File: src/rtl/mem_arbiter_if.sv
// Requester, response and memory-port signals shared by the arbiter and its clients.
interface mem_arbiter_if #(
    parameter int unsigned ADDR_W = 32,
    parameter int unsigned DATA_W = 32
);
    logic              ic_req;
    logic [ADDR_W-1:0] ic_addr;
    logic              ic_ack;
    logic              ic_err;
    logic [DATA_W-1:0] ic_rdata;

    logic              dc_req;
    logic [ADDR_W-1:0] dc_addr;
    logic              dc_rd_wr;
    logic [DATA_W-1:0] dc_wdata;
    logic              dc_ack;
    logic              dc_err;
    logic [DATA_W-1:0] dc_rdata;

    logic [ADDR_W-1:0] mem_addr;
    logic              mem_en;
    logic              mem_rd_wr;
    logic [DATA_W-1:0] mem_wdata;
    logic              mem_data_valid;
    logic [DATA_W-1:0] mem_rdata;

    // Arbiter side
    modport slave (
        input  ic_req, ic_addr,
        output ic_ack, ic_err, ic_rdata,
        input  dc_req, dc_addr, dc_rd_wr, dc_wdata,
        output dc_ack, dc_err, dc_rdata,
        output mem_addr, mem_en, mem_rd_wr, mem_wdata,
        input  mem_data_valid, mem_rdata
    );

    // Requester and memory side
    modport master (
        output ic_req, ic_addr,
        input  ic_ack, ic_err, ic_rdata,
        output dc_req, dc_addr, dc_rd_wr, dc_wdata,
        input  dc_ack, dc_err, dc_rdata,
        input  mem_addr, mem_en, mem_rd_wr, mem_wdata,
        output mem_data_valid, mem_rdata
    );
endinterface

File: src/rtl/mem_arbiter.sv
// Round-robin arbiter/sequencer for the shared icache/dcache memory port, with access timeout.
module mem_arbiter #(
    parameter int unsigned ADDR_W  = 32,
    parameter int unsigned DATA_W  = 32,
    parameter int unsigned TIMEOUT = 255
) (
    input  logic          clk,
    input  logic          reset,
    mem_arbiter_if.slave  bus
);
    localparam int unsigned WCNT_W = 8;
    localparam logic [WCNT_W-1:0] WCNT_LAST = WCNT_W'(TIMEOUT - 1);

    typedef enum logic [1:0] {IDLE, BUSY, RESP} state_e;

    state_e              state_q, state_d;
    logic                last_grant_q, last_grant_d;   // 0 = icache, 1 = dcache
    logic [WCNT_W-1:0]   wcnt_q, wcnt_d;
    logic                ic_ack_q, ic_ack_d;
    logic                ic_err_q, ic_err_d;
    logic [DATA_W-1:0]   ic_rdata_q, ic_rdata_d;
    logic                dc_ack_q, dc_ack_d;
    logic                dc_err_q, dc_err_d;
    logic [DATA_W-1:0]   dc_rdata_q, dc_rdata_d;
    logic [ADDR_W-1:0]   mem_addr_q, mem_addr_d;
    logic                mem_en_q, mem_en_d;
    logic                mem_rd_wr_q, mem_rd_wr_d;
    logic [DATA_W-1:0]   mem_wdata_q, mem_wdata_d;
    logic                pick_dc_c;

    // On a tie the requester that did not win last time gets the port
    assign pick_dc_c = bus.dc_req && (!bus.ic_req || !last_grant_q);

    // Next-state and registered-output computation
    always_comb begin
        state_d      = state_q;
        last_grant_d = last_grant_q;
        wcnt_d       = wcnt_q;
        ic_ack_d     = 1'b0;
        ic_err_d     = ic_err_q;
        ic_rdata_d   = ic_rdata_q;
        dc_ack_d     = 1'b0;
        dc_err_d     = dc_err_q;
        dc_rdata_d   = dc_rdata_q;
        mem_addr_d   = mem_addr_q;
        mem_en_d     = 1'b0;
        mem_rd_wr_d  = mem_rd_wr_q;
        mem_wdata_d  = mem_wdata_q;

        case (state_q)
            IDLE: begin
                if (bus.ic_req || bus.dc_req) begin
                    last_grant_d = pick_dc_c;
                    wcnt_d       = '0;
                    mem_en_d     = 1'b1;
                    state_d      = BUSY;
                    if (pick_dc_c) begin
                        mem_addr_d  = bus.dc_addr;
                        mem_rd_wr_d = bus.dc_rd_wr;
                        mem_wdata_d = bus.dc_wdata;
                    end else begin
                        mem_addr_d  = bus.ic_addr;
                        mem_rd_wr_d = 1'b1;
                    end
                end
            end
            BUSY: begin
                if (bus.mem_data_valid || (wcnt_q == WCNT_LAST)) begin
                    // Valid wins over a timeout landing in the same cycle
                    state_d = RESP;
                    if (last_grant_q) begin
                        dc_ack_d = 1'b1;
                        dc_err_d = !bus.mem_data_valid;
                        if (bus.mem_data_valid && mem_rd_wr_q) begin
                            dc_rdata_d = bus.mem_rdata;
                        end
                    end else begin
                        ic_ack_d = 1'b1;
                        ic_err_d = !bus.mem_data_valid;
                        if (bus.mem_data_valid) begin
                            ic_rdata_d = bus.mem_rdata;
                        end
                    end
                end else begin
                    wcnt_d   = wcnt_q + WCNT_W'(1);
                    mem_en_d = 1'b1;
                end
            end
            RESP: begin
                state_d = IDLE;
            end
            default: begin
                state_d = IDLE;
            end
        endcase
    end

    // State and output registers with synchronous reset
    always_ff @(posedge clk) begin
        if (reset) begin
            state_q      <= IDLE;
            last_grant_q <= 1'b1;
            wcnt_q       <= '0;
            ic_ack_q     <= 1'b0;
            ic_err_q     <= 1'b0;
            ic_rdata_q   <= '0;
            dc_ack_q     <= 1'b0;
            dc_err_q     <= 1'b0;
            dc_rdata_q   <= '0;
            mem_addr_q   <= '0;
            mem_en_q     <= 1'b0;
            mem_rd_wr_q  <= 1'b0;
            mem_wdata_q  <= '0;
        end else begin
            state_q      <= state_d;
            last_grant_q <= last_grant_d;
            wcnt_q       <= wcnt_d;
            ic_ack_q     <= ic_ack_d;
            ic_err_q     <= ic_err_d;
            ic_rdata_q   <= ic_rdata_d;
            dc_ack_q     <= dc_ack_d;
            dc_err_q     <= dc_err_d;
            dc_rdata_q   <= dc_rdata_d;
            mem_addr_q   <= mem_addr_d;
            mem_en_q     <= mem_en_d;
            mem_rd_wr_q  <= mem_rd_wr_d;
            mem_wdata_q  <= mem_wdata_d;
        end
    end

    assign bus.ic_ack    = ic_ack_q;
    assign bus.ic_err    = ic_err_q;
    assign bus.ic_rdata  = ic_rdata_q;
    assign bus.dc_ack    = dc_ack_q;
    assign bus.dc_err    = dc_err_q;
    assign bus.dc_rdata  = dc_rdata_q;
    assign bus.mem_addr  = mem_addr_q;
    assign bus.mem_en    = mem_en_q;
    assign bus.mem_rd_wr = mem_rd_wr_q;
    assign bus.mem_wdata = mem_wdata_q;
endmodule

File: src/flat_wrapper.sv
// flat-port wrapper written by rule: the top's interface ports become plain ports
module mem_arbiter_flat 
#(
    parameter int unsigned ADDR_W  = 32,
    parameter int unsigned DATA_W  = 32,
    parameter int unsigned TIMEOUT = 255
)
  (clk, reset, bus_ic_req, bus_ic_addr, bus_ic_ack, bus_ic_err, bus_ic_rdata, bus_dc_req, bus_dc_addr, bus_dc_rd_wr, bus_dc_wdata, bus_dc_ack, bus_dc_err, bus_dc_rdata, bus_mem_addr, bus_mem_en, bus_mem_rd_wr, bus_mem_wdata, bus_mem_data_valid, bus_mem_rdata);
  mem_arbiter_if #(.ADDR_W(ADDR_W), .DATA_W(DATA_W)) bus_i ();
  input  logic clk;
  input  logic reset;
  input wire logic [$bits(bus_i.ic_req)-1:0] bus_ic_req;
  input wire logic [$bits(bus_i.ic_addr)-1:0] bus_ic_addr;
  output wire logic [$bits(bus_i.ic_ack)-1:0] bus_ic_ack;
  output wire logic [$bits(bus_i.ic_err)-1:0] bus_ic_err;
  output wire logic [$bits(bus_i.ic_rdata)-1:0] bus_ic_rdata;
  input wire logic [$bits(bus_i.dc_req)-1:0] bus_dc_req;
  input wire logic [$bits(bus_i.dc_addr)-1:0] bus_dc_addr;
  input wire logic [$bits(bus_i.dc_rd_wr)-1:0] bus_dc_rd_wr;
  input wire logic [$bits(bus_i.dc_wdata)-1:0] bus_dc_wdata;
  output wire logic [$bits(bus_i.dc_ack)-1:0] bus_dc_ack;
  output wire logic [$bits(bus_i.dc_err)-1:0] bus_dc_err;
  output wire logic [$bits(bus_i.dc_rdata)-1:0] bus_dc_rdata;
  output wire logic [$bits(bus_i.mem_addr)-1:0] bus_mem_addr;
  output wire logic [$bits(bus_i.mem_en)-1:0] bus_mem_en;
  output wire logic [$bits(bus_i.mem_rd_wr)-1:0] bus_mem_rd_wr;
  output wire logic [$bits(bus_i.mem_wdata)-1:0] bus_mem_wdata;
  input wire logic [$bits(bus_i.mem_data_valid)-1:0] bus_mem_data_valid;
  input wire logic [$bits(bus_i.mem_rdata)-1:0] bus_mem_rdata;
  assign bus_i.ic_req = bus_ic_req;
  assign bus_i.ic_addr = bus_ic_addr;
  assign bus_ic_ack = bus_i.ic_ack;
  assign bus_ic_err = bus_i.ic_err;
  assign bus_ic_rdata = bus_i.ic_rdata;
  assign bus_i.dc_req = bus_dc_req;
  assign bus_i.dc_addr = bus_dc_addr;
  assign bus_i.dc_rd_wr = bus_dc_rd_wr;
  assign bus_i.dc_wdata = bus_dc_wdata;
  assign bus_dc_ack = bus_i.dc_ack;
  assign bus_dc_err = bus_i.dc_err;
  assign bus_dc_rdata = bus_i.dc_rdata;
  assign bus_mem_addr = bus_i.mem_addr;
  assign bus_mem_en = bus_i.mem_en;
  assign bus_mem_rd_wr = bus_i.mem_rd_wr;
  assign bus_mem_wdata = bus_i.mem_wdata;
  assign bus_i.mem_data_valid = bus_mem_data_valid;
  assign bus_i.mem_rdata = bus_mem_rdata;
  mem_arbiter #(.ADDR_W(ADDR_W), .DATA_W(DATA_W), .TIMEOUT(TIMEOUT)) u_core (.clk(clk), .reset(reset), .bus(bus_i));
endmodule
File: config.mk
export PLATFORM = sky130hd
export DESIGN_NAME = mem_arbiter_flat
export DESIGN_NICKNAME = d
export VERILOG_FILES = /design/src/rtl/mem_arbiter_if.sv /design/src/rtl/mem_arbiter.sv /design/src/flat_wrapper.sv
export SDC_FILE = /design/constraint.sdc
export NUM_CORES = 1
export LEC_CHECK = 0
export BUFFER_PORTS_ARGS = -buffer_cell sky130_fd_sc_hd__buf_2
export CAP_MARGIN = 20
export CORE_AREA = 2 2 118 120
export CTS_CLUSTER_SIZE = 14
export DETAILED_ROUTE_END_ITERATION = 7
export DIE_AREA = 0 0 120 122
export PLACE_DENSITY = 0.76
export SYNTH_ARGS = -nofsm -noshare
export SYNTH_HDL_FRONTEND = slang
export SYNTH_SLANG_ARGS = --single-unit
File: constraint.sdc
create_clock -name clk -period 3.1 [get_ports clk]
set_input_delay 0.155 -clock clk [delete_from_list [all_inputs] [get_ports clk]]
set_output_delay 0.155 -clock clk [all_outputs]
set_load 0.02 [all_outputs]
==> reports/metrics.csv, run 1 <==
stage;metric;value;unit
critical_path;CP Data Required Time;3360;ps
yosys;asr flop ratio synth;0;%
floorplanning;Die H;122;um
yosys;share of the synthesized area in the top cell type;52.3;%
floorplanning;Die Width;120;um
global_routing;largest net degree at the start of global routing;74;
clock_network;CTS clk-pin slew, worst paths;60;ps
routing;WL/cell;14.6;um
routing;via/cell ratio;4.90;
clock_network;root buf cell;clkbuf_16;
place;Post-Place Worst Slack;1060;ps
global_routing;vias in the first global route;5288;
yosys;sequential fraction of the synthesis area;52.3;%
clock_network;H-tree lvl count;4;
place;Port Buf Inserts;267;
power_and_ir_drop;Switch Pwr;1.22;mW
place;DP HPWL;11.2;mm
timing;Pins Over Slew Limit;0;
run_status;status;completed;
place;routability cong.;0.879;
timing;Period minus WS final;2100;ps
yosys;Syn Inst Count;658;
finish;layout cell share with drive strength beyond 1;31.7;%
yosys;Syn Area/Cell;8.43;um^2
floorplanning;initial core utilization;41.1;%
power_and_ir_drop;clock power share;40.7;%
power_and_ir_drop;Logic pwr share;15.2;%
floorplanning;DIE AREA;14600;um^2
critical_path;CP delay by family, top;simple AND/OR/NAND/NOR gates;
critical_path;Critical Path Start Type;flip-flop;
critical_path;Largest stage delay, worst path;530;ps
critical_path;Worst Path Arrival;2360;ps
place;placed insts;1062;
global_routing;total gr overflow;0;
critical_path;CP Capture Type;flip-flop;
power_and_ir_drop;Power Internal;3.36;mW
routing;number of antenna-violating nets in the routed design;0;
critical_path;Cell Chain, Critical Path;a21boi_4 > buf_4 > nand2_2 > nand2_1 > a21oi_1;
clock_network;Max clock buf depth;2;
finish;fin cells;1159;
routing;DRT Wirelength;16.9;mm
power_and_ir_drop;Power Density;564;nW/um^2
floorplanning;I/O pin total;268;
critical_path;worst setup path category;flip-flop to flip-flop;
floorplanning;core area;13500;um^2
yosys;post-synthesis cell type count;38;
global_routing;initial antenna violation count;1;
timing;Fin. Hold Viols;0;
routing;DRT Pass-1 Iters;5;
timing;Worst-Margin Slew;832;ps
floorplanning;FP Rows;43;
power_and_ir_drop;Pwr Total;4.58;mW
power_and_ir_drop;static leakage;3.62;nW
yosys;mapped cell area;5550;um^2
critical_path;crit-path max FO;33;
critical_path;CP max stage cell;nand2_2;
routing;Vias;5675;
yosys;post-synthesis net count;794;
finish;nets@finish;1103;
yosys;number of flops mapped to enable cells by yosys;0;
timing;setup ws final;1000;ps
power_and_ir_drop;maximum vdd drop;0.312;mV
finish;Util after Layout;60.2;%
timing;final setup fails;0;
yosys;synthesized flop and latch total;145;
timing;maximum clock rate;477;MHz
yosys;Yosys Warn Count;0;
power_and_ir_drop;Net Sw Frac;26.7;%
clock_network;post-CTS sizing;0;
run;max cap viols;0;
timing;setup TNS;0;ps
timing;clk_skew;8.01;ps
clock_network;clock sink count;145;
global_routing;first-pass GRT wire length;25.6;mm
timing;Worst slew margin;44.5;%
timing;Final period util;67.6;%
yosys;synth top area cells;dfxtp_1 52%, nand2_1 14%, a21oi_1 9.4%;
clock_network;cts bufs inserted;17;
finish;area grow syn2layout;46.5;%
yosys;leading area contributor after synthesis;dfxtp_1;
routing;initial DRC count;343;
power_and_ir_drop;Flop pwr share;44.1;%
worst_hold_path;Hold WC Path Type;primary input to flip-flop;
global_routing;Tot GR Track Use;22.3;%
clock_network;later-pin clock latency in the skew report;420;ps
clock_network;CTS tree;yes;
critical_path;worst path bufs/invs;1;
yosys;Synth Flop Type;dfxtp_1;
routing;drt drc;0;
timing;unrepaired setup endpoints after global routing;no;
-- final timing paths --
path,startpoint,endpoint,slack [ps],depth (start not counted)
setup / recovery,u_core.last_grant_q,u_core.bus.mem_wdata[12],1000,5
hold / removal,bus_mem_data_valid,u_core.bus.dc_err,60,2
setup reg to reg,u_core.last_grant_q,u_core.bus.mem_wdata[12],1000,5
hold reg to reg,u_core.bus.ic_rdata[9],u_core.bus.ic_rdata[9],450,2
-- synth_stat cells (2+ instances only) --
cell type / count
nor3_1: 4
inv_1: 3
dfxtp_1: 145
nand4_1: 3
o21ai_0: 3
a21o_1: 2
a21oi_1: 104
ha_1: 2
buf_2: 15
nand2b_1: 2
nand2_1: 200
nand3_1: 9
buf_6: 9
o21ai_1: 2
buf_4: 3
or3_1: 2
clkbuf_1: 23
nor2_1: 40
nor3b_2: 2
mux2i_1: 33
a211oi_1: 33
and2_1: 3
-- power groups by stage --
stage	Sequential [mW]	Clock (mW)	Combinational, mW
CTS	2.02	1.91	0.696
global placement	2.06	0	0.627
global route	2.03	1.98	0.760
floorplan	2.17	0	0.283
detailed placement	2.06	0	0.631
finish	2.02	1.87	0.699
-- area by class of cell --
class / count / area, um^2
antenna: 1 / 2.50
clock buffer: 20 / 447
clock inverter: 10 / 88.8
fill: 1155 / 5380
inverter: 3 / 11.3
multi-input combinational: 460 / 2360
sequential: 145 / 2900
tap: 180 / 225
timing repair buffer: 340 / 2080
-- logic make-up after synthesis --
kind of cell	after synthesis	synth area share (%)
multiplexers	33	5.96
buffers and inverters	53	5.35
AND/OR/NAND/NOR	272	19.9
adder cells (fa/ha/maj)	2	0.451
AO/OA/AOI/OAI	153	16.0
flip-flops	145	52.3
-- metal layers --
layer | share of wire [%] | track usage (%)
met2 | 49 | 39.6
met4 | 2.4 | 10.3
met5 | 0 | 0
met3 | 8.1 | 6.41
met1 | 40 | 24.6
-- cells in the final DEF, fill, tap and decap left out, types with 3 or more instances in the layout --
| master | Yosys | layout |
|---|---|---|
| nor3_1 | 4 | 4 |
| buf_4 | 3 | 7 |
| a211oi_1 | 33 | 33 |
| dfxtp_1 | 145 | 145 |
| nor2_1 | 40 | 40 |
| nand4_1 | 3 | 3 |
| dlygate4sd3_1 | 0 | 65 |
| a21oi_1 | 104 | 104 |
| clkinv_2 | 0 | 5 |
| clkbuf_16 | 0 | 17 |
| and2_1 | 3 | 3 |
| o21ai_0 | 3 | 3 |
| nand2_1 | 200 | 200 |
| buf_2 | 15 | 266 |
| nand3_1 | 9 | 9 |
| inv_1 | 3 | 3 |
| mux2i_1 | 33 | 33 |
-- repair_timing --
| action | 4_1_cts | 5_1_grt |
|---|---|---|
| hold endpoints to repair | 91 | 0 |
| setup buffers | 0 | 0 |
| hold buffers | 65 | 0 |
-- stage by stage --
step	area (um^2)	hold slack, ps
floorplan	5550	271
global placement	6910	392
detailed placement	6910	402
CTS	8090	41.1
global route	8120	63.2
finish	8120	58.2
-- sequential cells by signal (all words and copies together), names as in the netlist, 2 cells and up --
signal                count
u_core.bus.dc_rdata      32
u_core.bus.mem_wdata     32
u_core.bus.ic_rdata      32
u_core.state_q            2
u_core.wcnt_q             8
u_core.bus.mem_addr      32
Note: power is estimated with default switching activity, not from simulation.
==> inputs of run 2 (changes only) <==
Settings changed: PLACE_DENSITY 0.76 to 0.79.
Clock period 3.1 ns to 1.84 ns, I/O delays scaled along.
==> reports/metrics.csv, run 2 (synthesis gave the netlist of run 1 again) <==
stage;metric;value;unit;change
run_status;status;completed;;
finish;area grow syn2layout;49.8;%;
timing;Final period util;86.2;%;+19 points
clock_network;clock sink count;145;;unchanged
power_and_ir_drop;Flop pwr share;43.2;%;-0.9 points
power_and_ir_drop;Power Internal;5.72;mW;+70%
power_and_ir_drop;Switch Pwr;2.16;mW;+76%
timing;clk_skew;5.27;ps;-2.74 ps
finish;commonest non-fill, non-tap cells in the layout;266 x buf_2, 200 x nand2_1, 145 x dfxtp_1;;
finish;# diodes;0;;-1
routing;initial DRC count;420;;+22%
global_routing;GR Util met3;6.37;%;-0.047 points
clock_network;CTS tree;yes;;
run;max cap viols;0;;unchanged
global_routing;Tot GR Track Use;23.0;%;+0.66 points
clock_network;later-pin clock latency in the skew report;420;ps;about the same
power_and_ir_drop;static leakage;3.69;nW;+1.8%
worst_hold_path;Hold WC Path Type;primary input to flip-flop;;
finish;layout cell share with drive strength beyond 1;32.0;%;+0.26 points
place;routability cong.;0.915;;+4.1%
clock_network;H-tree lvl count;4;;unchanged
clock_network;Max clock buf depth;2;;unchanged
timing;Period minus WS final;1590;ps;-510 ps
clock_network;cts bufs inserted;17;;unchanged
global_routing;Most Used Layer, Global Route;met2;;
power_and_ir_drop;Pwr Total;7.87;mW;+72%
timing;Worst-Margin Slew;588;ps;-244 ps
power_and_ir_drop;Power Density;947;nW/um^2;+68%
floorplanning;I/O pin total;268;;unchanged
timing;final setup fails;0;;unchanged
routing;DRT Pass-1 Iters;5;;unchanged
critical_path;CP Data Required Time;2200;ps;-1160 ps
global_routing;vias in the first global route;5459;;+3.2%
floorplanning;core area;13500;um^2;unchanged
global_routing;first-pass GRT wire length;26.5;mm;+3.4%
floorplanning;Die Width;120;um;unchanged
timing;Pins Over Slew Limit;0;;unchanged
global_routing;largest net degree at the start of global routing;71;;-4.1%
routing;via/cell ratio;4.97;;+1.6%
power_and_ir_drop;clock power share;41.0;%;+0.3 points
floorplanning;FP Rows;43;;unchanged
routing;Vias;5829;;+2.7%
critical_path;Worst Path Arrival;1950;ps;-410 ps
floorplanning;Die H;122;um;unchanged
place;Port Buf Inserts;267;;unchanged
clock_network;CTS clk-pin slew, worst paths;60;ps;about the same
critical_path;worst setup path category;flip-flop to flip-flop;;
routing;number of antenna-violating nets in the routed design;0;;unchanged
place;DP HPWL;11.3;mm;+0.23%
floorplanning;initial core utilization;41.1;%;unchanged
power_and_ir_drop;Net Sw Frac;27.4;%;+0.69 points
global_routing;initial antenna violation count;0;;-1
finish;Fill cells;1147;;-0.69%
critical_path;CP Capture Type;flip-flop;;
finish;nets@finish;1115;;+1.1%
global_routing;GR Layer Usage met1;25.2;%;+0.62 points
routing;drt drc;0;;unchanged
timing;unrepaired setup endpoints after global routing;no;;
timing;setup TNS;0;ps;unchanged
timing;Fin. Hold Viols;0;;unchanged
routing;WL/cell;14.8;um;+1.5%
critical_path;crit-path max FO;9;;-73%
floorplanning;DIE AREA;14600;um^2;unchanged
power_and_ir_drop;Logic pwr share;15.8;%;+0.6 points
timing;maximum clock rate;630;MHz;+32%
critical_path;Critical Path Start Type;flip-flop;;
timing;Worst slew margin;60.5;%;+16 points
clock_network;root buf cell;clkbuf_16;;
global_routing;GRT met2 Usage;41.4;%;+1.7 points
power_and_ir_drop;maximum vdd drop;0.576;mV;+85%
finish;most common cell after layout, fill and taps aside;buf_2;;
routing;DRT Wirelength;17.4;mm;+2.7%
global_routing;total gr overflow;0;;unchanged
-- run 2: cell types whose count changed in the layout (fill, tap and decap cells not counted), moves of 2 or more --
cell           before  now
buf_4               7    5
clkinvlp_4          1    4
buf_12              1    7
dlygate4sd3_1      65   74
-- run 2: critical path, stage by stage (launching register included) --
cell	delay [ps]
dfxtp_1	340
inv_1	90
ha_1	140
nand4_1	180
o21ai_2	360
and2_1	230
o221a_1	180
-- run 2: cell type report --
cell class                      instances  area (um^2)  share of cell area [%]
Sequential cell                       145         2900                    34.9
Multi-Input combinational cell        460         2370                    28.5
Clock buffer                           19          443                    5.33
Inverter                                3         11.3                   0.136
Clock inverter                         13          111                    1.34
Tap cell                              180          225                    2.71
Timing Repair Buffer                  352         2250                    27.1
-- run 2: metrics by stage --
stage,utilization (%),hold slack (ps),setup WS [ps],cell area (um^2),std cells
CTS,61.5,0.226,188,8310,1172
global route,61.5,12.9,113,8310,1172
detailed placement,51.9,329,193,7010,1066
global placement,51.9,321,312,7010,1066
floorplan,-,208,444,5550,658
finish,61.5,14.6,254,8310,1172
-- run 2: what timing repair did --
| item | CTS | global route |
|---|---|---|
| buffers inserted | 0 | 0 |
| gates resized for setup | 0 | 1 |
| endpoints found under the hold margin | 106 | 0 |
| endpoints found under the setup margin | 0 | 1 |
| hold buffers | 74 | 0 |
-- run 2: path summary, 6_finish.rpt --
check             cells past startpoint                      end  slack [ps]               startpoint
hold / removal                        3  u_core.bus.mem_addr[13]          10          bus_ic_addr[13]
setup reg to reg                      6         u_core.wcnt_q[6]         250         u_core.wcnt_q[0]
setup / recovery                      6         u_core.wcnt_q[6]         250         u_core.wcnt_q[0]
hold reg to reg                       2  u_core.bus.dc_rdata[21]         450  u_core.bus.dc_rdata[21]
-- run 2: routing by layer --
metal / share of wire [%] / vias up
li1: - / 2858
met1: 38 / 2659
met2: 51 / 280
met3: 7.8 / 32
met4: 2.4 / 0
met5: 0 / -
-- run 2: power groups by stage --
stage	Sequential, mW	Combinational (mW)	Clock, mW
after floorplan	3.65	0.476	0
after global placement	3.46	1.09	0
after detailed placement	3.46	1.10	0
after CTS	3.40	1.23	3.29
after global routing	3.42	1.34	3.42
final	3.40	1.24	3.23
